File: config.mk
export PLATFORM = sky130hd
export DESIGN_NAME = fetch_prefetch_queue
export DESIGN_NICKNAME = d
export VERILOG_FILES = /design/src/rtl/fetch_prefetch_queue_pkg.sv /design/src/rtl/fetch_prefetch_queue_sync_fifo.sv /design/src/rtl/fetch_prefetch_queue.sv
export SDC_FILE = /design/constraint.sdc
export NUM_CORES = 1
export LEC_CHECK = 0
export ABC_CLOCK_PERIOD_IN_PS = 5500
export CORE_UTILIZATION = 54
export CTS_BUF_LIST = sky130_fd_sc_hd__clkbuf_4 sky130_fd_sc_hd__clkbuf_8 sky130_fd_sc_hd__clkbuf_16
export DETAILED_ROUTE_END_ITERATION = 10
export PLACE_DENSITY = 0.81
export SLEW_MARGIN = 30
export SYNTH_ARGS = -nofsm -noshare
export SYNTH_HDL_FRONTEND = slang
export SYNTH_SLANG_ARGS = --single-unit
File: constraint.sdc
create_clock -name CLK -period 5.5 [get_ports CLK]
set_input_delay 0.55 -clock CLK [delete_from_list [all_inputs] [get_ports CLK]]
set_output_delay 0.55 -clock CLK [all_outputs]
set_load 0.005 [all_outputs]
File: src/rtl/fetch_prefetch_queue_pkg.sv
// rtl/fetch_prefetch_queue_pkg.sv - shared types and defaults for the fetch prefetch queue
package fetch_prefetch_queue_pkg;

  localparam int XLEN_DEFAULT = 32;
  localparam int ILEN_DEFAULT = 32;

  typedef enum logic {
    FETCH = 1'b0,
    DRAIN = 1'b1
  } fetch_state_t;

  typedef struct packed {
    logic [XLEN_DEFAULT-1:0] pc;
    logic [ILEN_DEFAULT-1:0] instr;
  } fetch_entry_t;

  localparam logic [ILEN_DEFAULT-1:0] NOP_ZERO = '0;

endpackage

File: src/rtl/fetch_prefetch_queue_sync_fifo.sv
// rtl/fetch_prefetch_queue_sync_fifo.sv - synchronous FIFO with flush, used for PC tags and the instruction queue
module fetch_prefetch_queue_sync_fifo #(
  parameter int WIDTH = 32,
  parameter int DEPTH = 4
) (
  input  logic                     CLK,
  input  logic                     Reset,
  input  logic                     flush,
  input  logic                     push,
  input  logic [WIDTH-1:0]         push_data,
  input  logic                     pop,
  output logic [WIDTH-1:0]         pop_data,
  output logic                     full,
  output logic                     empty,
  output logic [$clog2(DEPTH):0]   count
);

  localparam int AW = $clog2(DEPTH);

  logic [WIDTH-1:0] mem_q [DEPTH];
  logic [AW-1:0]    wr_ptr_q, wr_ptr_d;
  logic [AW-1:0]    rd_ptr_q, rd_ptr_d;
  logic [AW:0]      count_q, count_d;
  logic             do_push, do_pop;

  assign empty    = (count_q == '0);
  assign full     = (count_q == (AW+1)'(DEPTH));
  assign count    = count_q;
  assign pop_data = mem_q[rd_ptr_q];

  // A pop frees the slot the simultaneous push lands in, so push-on-full is legal with a pop.
  assign do_pop  = pop && !empty;
  assign do_push = push && (!full || do_pop);

  always_comb begin
    wr_ptr_d = wr_ptr_q;
    rd_ptr_d = rd_ptr_q;
    count_d  = count_q;
    if (flush) begin
      wr_ptr_d = '0;
      rd_ptr_d = '0;
      count_d  = '0;
    end else begin
      if (do_push) wr_ptr_d = wr_ptr_q + AW'(1);
      if (do_pop)  rd_ptr_d = rd_ptr_q + AW'(1);
      count_d = count_q + (AW+1)'(do_push) - (AW+1)'(do_pop);
    end
  end

  always_ff @(posedge CLK) begin
    if (Reset) begin
      wr_ptr_q <= '0;
      rd_ptr_q <= '0;
      count_q  <= '0;
    end else begin
      wr_ptr_q <= wr_ptr_d;
      rd_ptr_q <= rd_ptr_d;
      count_q  <= count_d;
    end
  end

  always_ff @(posedge CLK) begin
    if (do_push && !flush) mem_q[wr_ptr_q] <= push_data;
  end

endmodule

File: src/rtl/fetch_prefetch_queue.sv
// rtl/fetch_prefetch_queue.sv - IF stage with DEPTH-entry prefetch queue, credit-limited requests and redirect drain
module fetch_prefetch_queue
  import fetch_prefetch_queue_pkg::*;
#(
  parameter int              XLEN     = XLEN_DEFAULT,
  parameter int              ILEN     = ILEN_DEFAULT,
  parameter int              DEPTH    = 4,
  parameter logic [XLEN-1:0] RESET_PC = '0
) (
  input  logic            CLK,
  input  logic            Reset,
  input  logic            Redirect,
  input  logic [XLEN-1:0] RedirectPC,
  output logic            ImemReqValid,
  output logic [XLEN-1:0] ImemReqAddr,
  input  logic            ImemReqReady,
  input  logic            ImemRespValid,
  input  logic [ILEN-1:0] ImemRespData,
  output logic            IF_ID_Valid,
  output logic [ILEN-1:0] IF_ID_Instruction,
  output logic [XLEN-1:0] IF_ID_PC,
  input  logic            ID_Ready
);

  localparam int CW = $clog2(DEPTH) + 1;

  fetch_state_t    state_q, state_d;
  logic [XLEN-1:0] fetch_pc_q, fetch_pc_d;
  logic [CW-1:0]   outstanding_q, outstanding_d;
  logic [CW-1:0]   drop_cnt_q, drop_cnt_d;

  logic            req_fire, resp_keep, head_pop;
  logic [CW:0]     credit_used;

  logic [XLEN-1:0]      tag_pc;
  logic                 tag_full, tag_empty;
  logic [CW-1:0]        tag_count;
  logic [XLEN+ILEN-1:0] iq_head;
  logic                 iq_full, iq_empty;
  logic [CW-1:0]        iq_count;

  // Outstanding includes stale in-flight requests, so the queue can never overflow after a drain.
  assign credit_used  = {1'b0, outstanding_q} + {1'b0, iq_count};
  assign ImemReqValid = !Reset && !Redirect && !tag_full && (credit_used < (CW+1)'(DEPTH));
  assign ImemReqAddr  = fetch_pc_q;
  assign req_fire     = ImemReqValid && ImemReqReady;
  assign resp_keep    = ImemRespValid && !Redirect && (state_q == FETCH);
  assign head_pop     = IF_ID_Valid && ID_Ready && !Redirect;

  assign IF_ID_Valid       = !iq_empty;
  assign IF_ID_PC          = IF_ID_Valid ? iq_head[XLEN+ILEN-1:ILEN] : '0;
  assign IF_ID_Instruction = IF_ID_Valid ? iq_head[ILEN-1:0] : ILEN'(NOP_ZERO);

  fetch_prefetch_queue_sync_fifo #(.WIDTH(XLEN), .DEPTH(DEPTH)) u_tag_fifo (
    .CLK       (CLK),
    .Reset     (Reset),
    .flush     (Redirect),
    .push      (req_fire),
    .push_data (fetch_pc_q),
    .pop       (resp_keep),
    .pop_data  (tag_pc),
    .full      (tag_full),
    .empty     (tag_empty),
    .count     (tag_count)
  );

  fetch_prefetch_queue_sync_fifo #(.WIDTH(XLEN+ILEN), .DEPTH(DEPTH)) u_instr_queue (
    .CLK       (CLK),
    .Reset     (Reset),
    .flush     (Redirect),
    .push      (resp_keep),
    .push_data ({tag_pc, ImemRespData}),
    .pop       (head_pop),
    .pop_data  (iq_head),
    .full      (iq_full),
    .empty     (iq_empty),
    .count     (iq_count)
  );

  always_comb begin
    fetch_pc_d    = fetch_pc_q;
    outstanding_d = outstanding_q + CW'(req_fire) - CW'(ImemRespValid);
    drop_cnt_d    = drop_cnt_q;
    state_d       = state_q;
    if (Redirect) begin
      fetch_pc_d = {RedirectPC[XLEN-1:2], 2'b00};
      drop_cnt_d = outstanding_q - CW'(ImemRespValid);
      state_d    = (drop_cnt_d != '0) ? DRAIN : FETCH;
    end else begin
      if (req_fire) fetch_pc_d = fetch_pc_q + XLEN'(4);
      case (state_q)
        FETCH: state_d = FETCH;
        DRAIN: begin
          if (ImemRespValid) begin
            drop_cnt_d = drop_cnt_q - CW'(1);
            if (drop_cnt_q == CW'(1)) state_d = FETCH;
          end
        end
        default: state_d = FETCH;
      endcase
    end
  end

  always_ff @(posedge CLK) begin
    if (Reset) begin
      state_q       <= FETCH;
      fetch_pc_q    <= RESET_PC;
      outstanding_q <= '0;
      drop_cnt_q    <= '0;
    end else begin
      state_q       <= state_d;
      fetch_pc_q    <= fetch_pc_d;
      outstanding_q <= outstanding_d;
      drop_cnt_q    <= drop_cnt_d;
    end
  end

  // Live tags are a subset of outstanding requests; a response with nothing outstanding is a memory bug.
  always_ff @(posedge CLK) begin
    if (!Reset) begin
      assert (!(ImemRespValid && outstanding_q == '0));
      assert (tag_count <= outstanding_q);
      assert (!(resp_keep && tag_empty));
      assert (!(resp_keep && iq_full && !head_pop));
    end
  end

endmodule
==> flow_summary.yaml <==
status:
  status: "finished clean"
worst_setup_path:
  timing.critical_path.buf_inv: 2
  cp-end-kind: "output port"
  crit_family: "buffers and inverters"
  cp_max_fo: 40
  path_class: "register to output port"
  slowest_delay_ns: 0.73
  required_ns: 4.95
  path_cells: "buf_4, mux4_2, nor2b_1, clkdlybuf4s50_1"
  critPathSlowestCell: "dfxtp_2"
  cp.arrival_ns: 3.04
  critPathLaunchType: "register"
finish:
  synthToLayoutAreaGrowth_pct: 20.84
  final_nets: 1205
  drive_above_1_share_pct: 18.09
  layoutNonFillerInstCount: 1540
  final_cell_mix: "edfxtp_1, clkdlybuf4s50_1, mux4_2"
  postLayoutCoreUtil_pct: 66.45
  layout_commonest_cell: "edfxtp_1"
  n_antenna_cell: 0
sta:
  slew_viol_final: 0
  tightest_slew_ns: 0.8181
  holdWs_ns: 0.5131
  period_share_pct: 65.23
  setup_viol: 0
  rsz0062_at_grt: "no"
  finalCriticalPeriod_ns: 3.588
  tns_ns: 0
  fin_worst_skew_ns: 0.02063
  fmax_ghz: 0.2787
  finalHoldViolations: 0
  max_slew_margin_pct: 45.46
clock_tree:
  cts_num_sinks: 423
  cts_buffers: 42
  clock_latency_ns: 0.53
  root_buffer: "clkbuf_16"
  cts_resized: 0
  htree_levels: 2
  hold_buffers: 0
  cts.path.max_buffers: 3
  cts_setup_buffers: 0
  clk_pin_slew_worst_paths_ns: 0.06
  cts_tree: "done"
yosys:
  yosys_warnings: 0
  syn_inst: 934
  syn_area_per_cell_sq_um: 18.01
  async_flop_share_pct: 0
  synth-main-ff-cell: "edfxtp_1"
  synth_compound_area_share_pct: 3.005
  synth_xor_area_share_pct: 1.093
  synth.mux.area_fraction_pct: 12.58
  ys_ff_latch: 423
  synthSimpleGateAreaFrac_pct: 7.289
  ys_seq_area_share_pct: 72.24
  synth_top_family_by_area: "multiplexers"
  synth_cell_types: 57
  synth_fa_ha_area_share_pct: 1.919
  synth_edf_count: 368
  syn-cell-area_sq_um: 16820
power:
  leakagePower_uw: 0.006498
  vdd_drop_max_v: 0.0002140
  power_density_nw_per_um2: 342.3
routing:
  wl_per_cell_um: 21.35
  vias: 9006
  dr.pass1.iters: 5
  drtIter0Drc: 797
  ant_nets: 0
  finalWirelength_um: 32880
  drc_errors: 0
  via_per_inst: 5.848
global_routing:
  antenna_found_initial: 0
  grt-ovfl-total: 0
  use_met3_pct: 3.261
  track_usage_pct: 21.16
  gr-usage-met2_pct: 35.32
  grt_util_met1_pct: 29.22
  first_global_vias: 9085
  grt_pass1_wl_um: 50550
  grt.busiest_layer: "met2"
  grt_max_degree: 64
die:
  num_io_pins: 168
  die_x_um: 178.5
  die_area_sq_um: 31860
  std_cell_rows: 64
  start_util_pct: 54.99
  core_area_sq_um: 30590
  die_h_um: 178.5
min_path:
  hp-class: "register to register"
placement:
  port_buffers: 161
  gp_congestion: 0.8142
  dp_cells: 1463
  dp_hpwl_um: 19850
flow_run:
  drv_cap: 0
[path summary, 6_finish.rpt]
path / end / depth (start not counted) / slack [ns] / start
max: IF_ID_PC[11] / 4 / 1.91 / register
min: u_tag_fifo.wr_ptr_q[1] / 2 / 0.51 / u_tag_fifo.wr_ptr_q[1]
min reg2reg: u_tag_fifo.wr_ptr_q[1] / 2 / 0.51 / u_tag_fifo.wr_ptr_q[1]
max reg2reg: u_tag_fifo.mem_q[1][27] / 6 / 2.34 / u_instr_queue.count[2]
[flip-flops by register name, indices dropped and copies added, names as in the netlist, named ones only]
name                    count
ImemReqAddr                30
drop_cnt_q                  3
outstanding_q               3
state_q                     1
u_instr_queue.count         3
u_instr_queue.mem_q       248
u_instr_queue.rd_ptr_q      2
u_instr_queue.wr_ptr_q      2
u_tag_fifo.count            3
u_tag_fifo.mem_q          120
u_tag_fifo.rd_ptr_q         2
u_tag_fifo.wr_ptr_q         2
[area by class of cell]
| cell class | instances | area [sq um] |
|---|---|---|
| tap | 396 | 495.5 |
| timing repair buffer | 180 | 1752 |
| clock buffer | 61 | 1236 |
| inverter | 25 | 93.84 |
| sequential | 423 | 12160 |
| fill | 2011 | 10260 |
| clock inverter | 16 | 206.4 |
| multi-input combinational | 439 | 4384 |
[layer usage]
| layer | wire, um | share of wire (%) |
|---|---|---|
| met2 | 16390 | 50 |
| met4 | 629 | 1.9 |
| met3 | 2248 | 6.8 |
| met1 | 13610 | 41 |
| met5 | 0 | 0 |
[report_power, final]
part / switching [uW] / internal [uW] / leakage [uW] / total, uW
Clock: 1150 / 1760 / 0.000716 / 2910
Combinational: 190 / 218 / 0.00197 / 409
Sequential: 70.7 / 3570 / 0.00381 / 3640
[cells by family after synthesis]
group / count (synthesis)
DFF: 423
other: 1
muxes: 96
AOI/OAI and AO/OA: 83
and+or+nand+nor: 211
adders and majority gates: 24
buffers and inverters: 75
xor gates and xnor gates: 21
[stage by stage]
step | power, uW | worst slack [ns] | cell area, sq um
detailed placement | 4116 | 1.782 | 18880
CTS | 7002 | 1.841 | 20320
global route | 7164 | 1.731 | 20330
global placement | 4101 | 1.838 | 18880
floorplan | 3903 | 2.271 | 16830
finish | 6959 | 1.912 | 20330
[tightest hold or removal path, stage by stage, from the launching register on]
cell and delay (ns):
dfxtp_1 0.34, nand2_1 0.07, a21oi_1 0.06
[cell usage after synthesis, types with 16 or more instances]
library cell	instances	area, sq um
nor2b_1	66	412.9
nand4_1	16	100.1
inv_1	24	90.09
ha_1	21	262.8
nand2_1	25	93.84
clkbuf_1	27	101.4
o21ai_0	17	85.08
a21oi_1	30	150.1
dfxtp_1	55	1101
nor2_1	38	142.6
mux4_2	92	2072
edfxtp_1	368	11050
(Power assumes the default switching activity.)
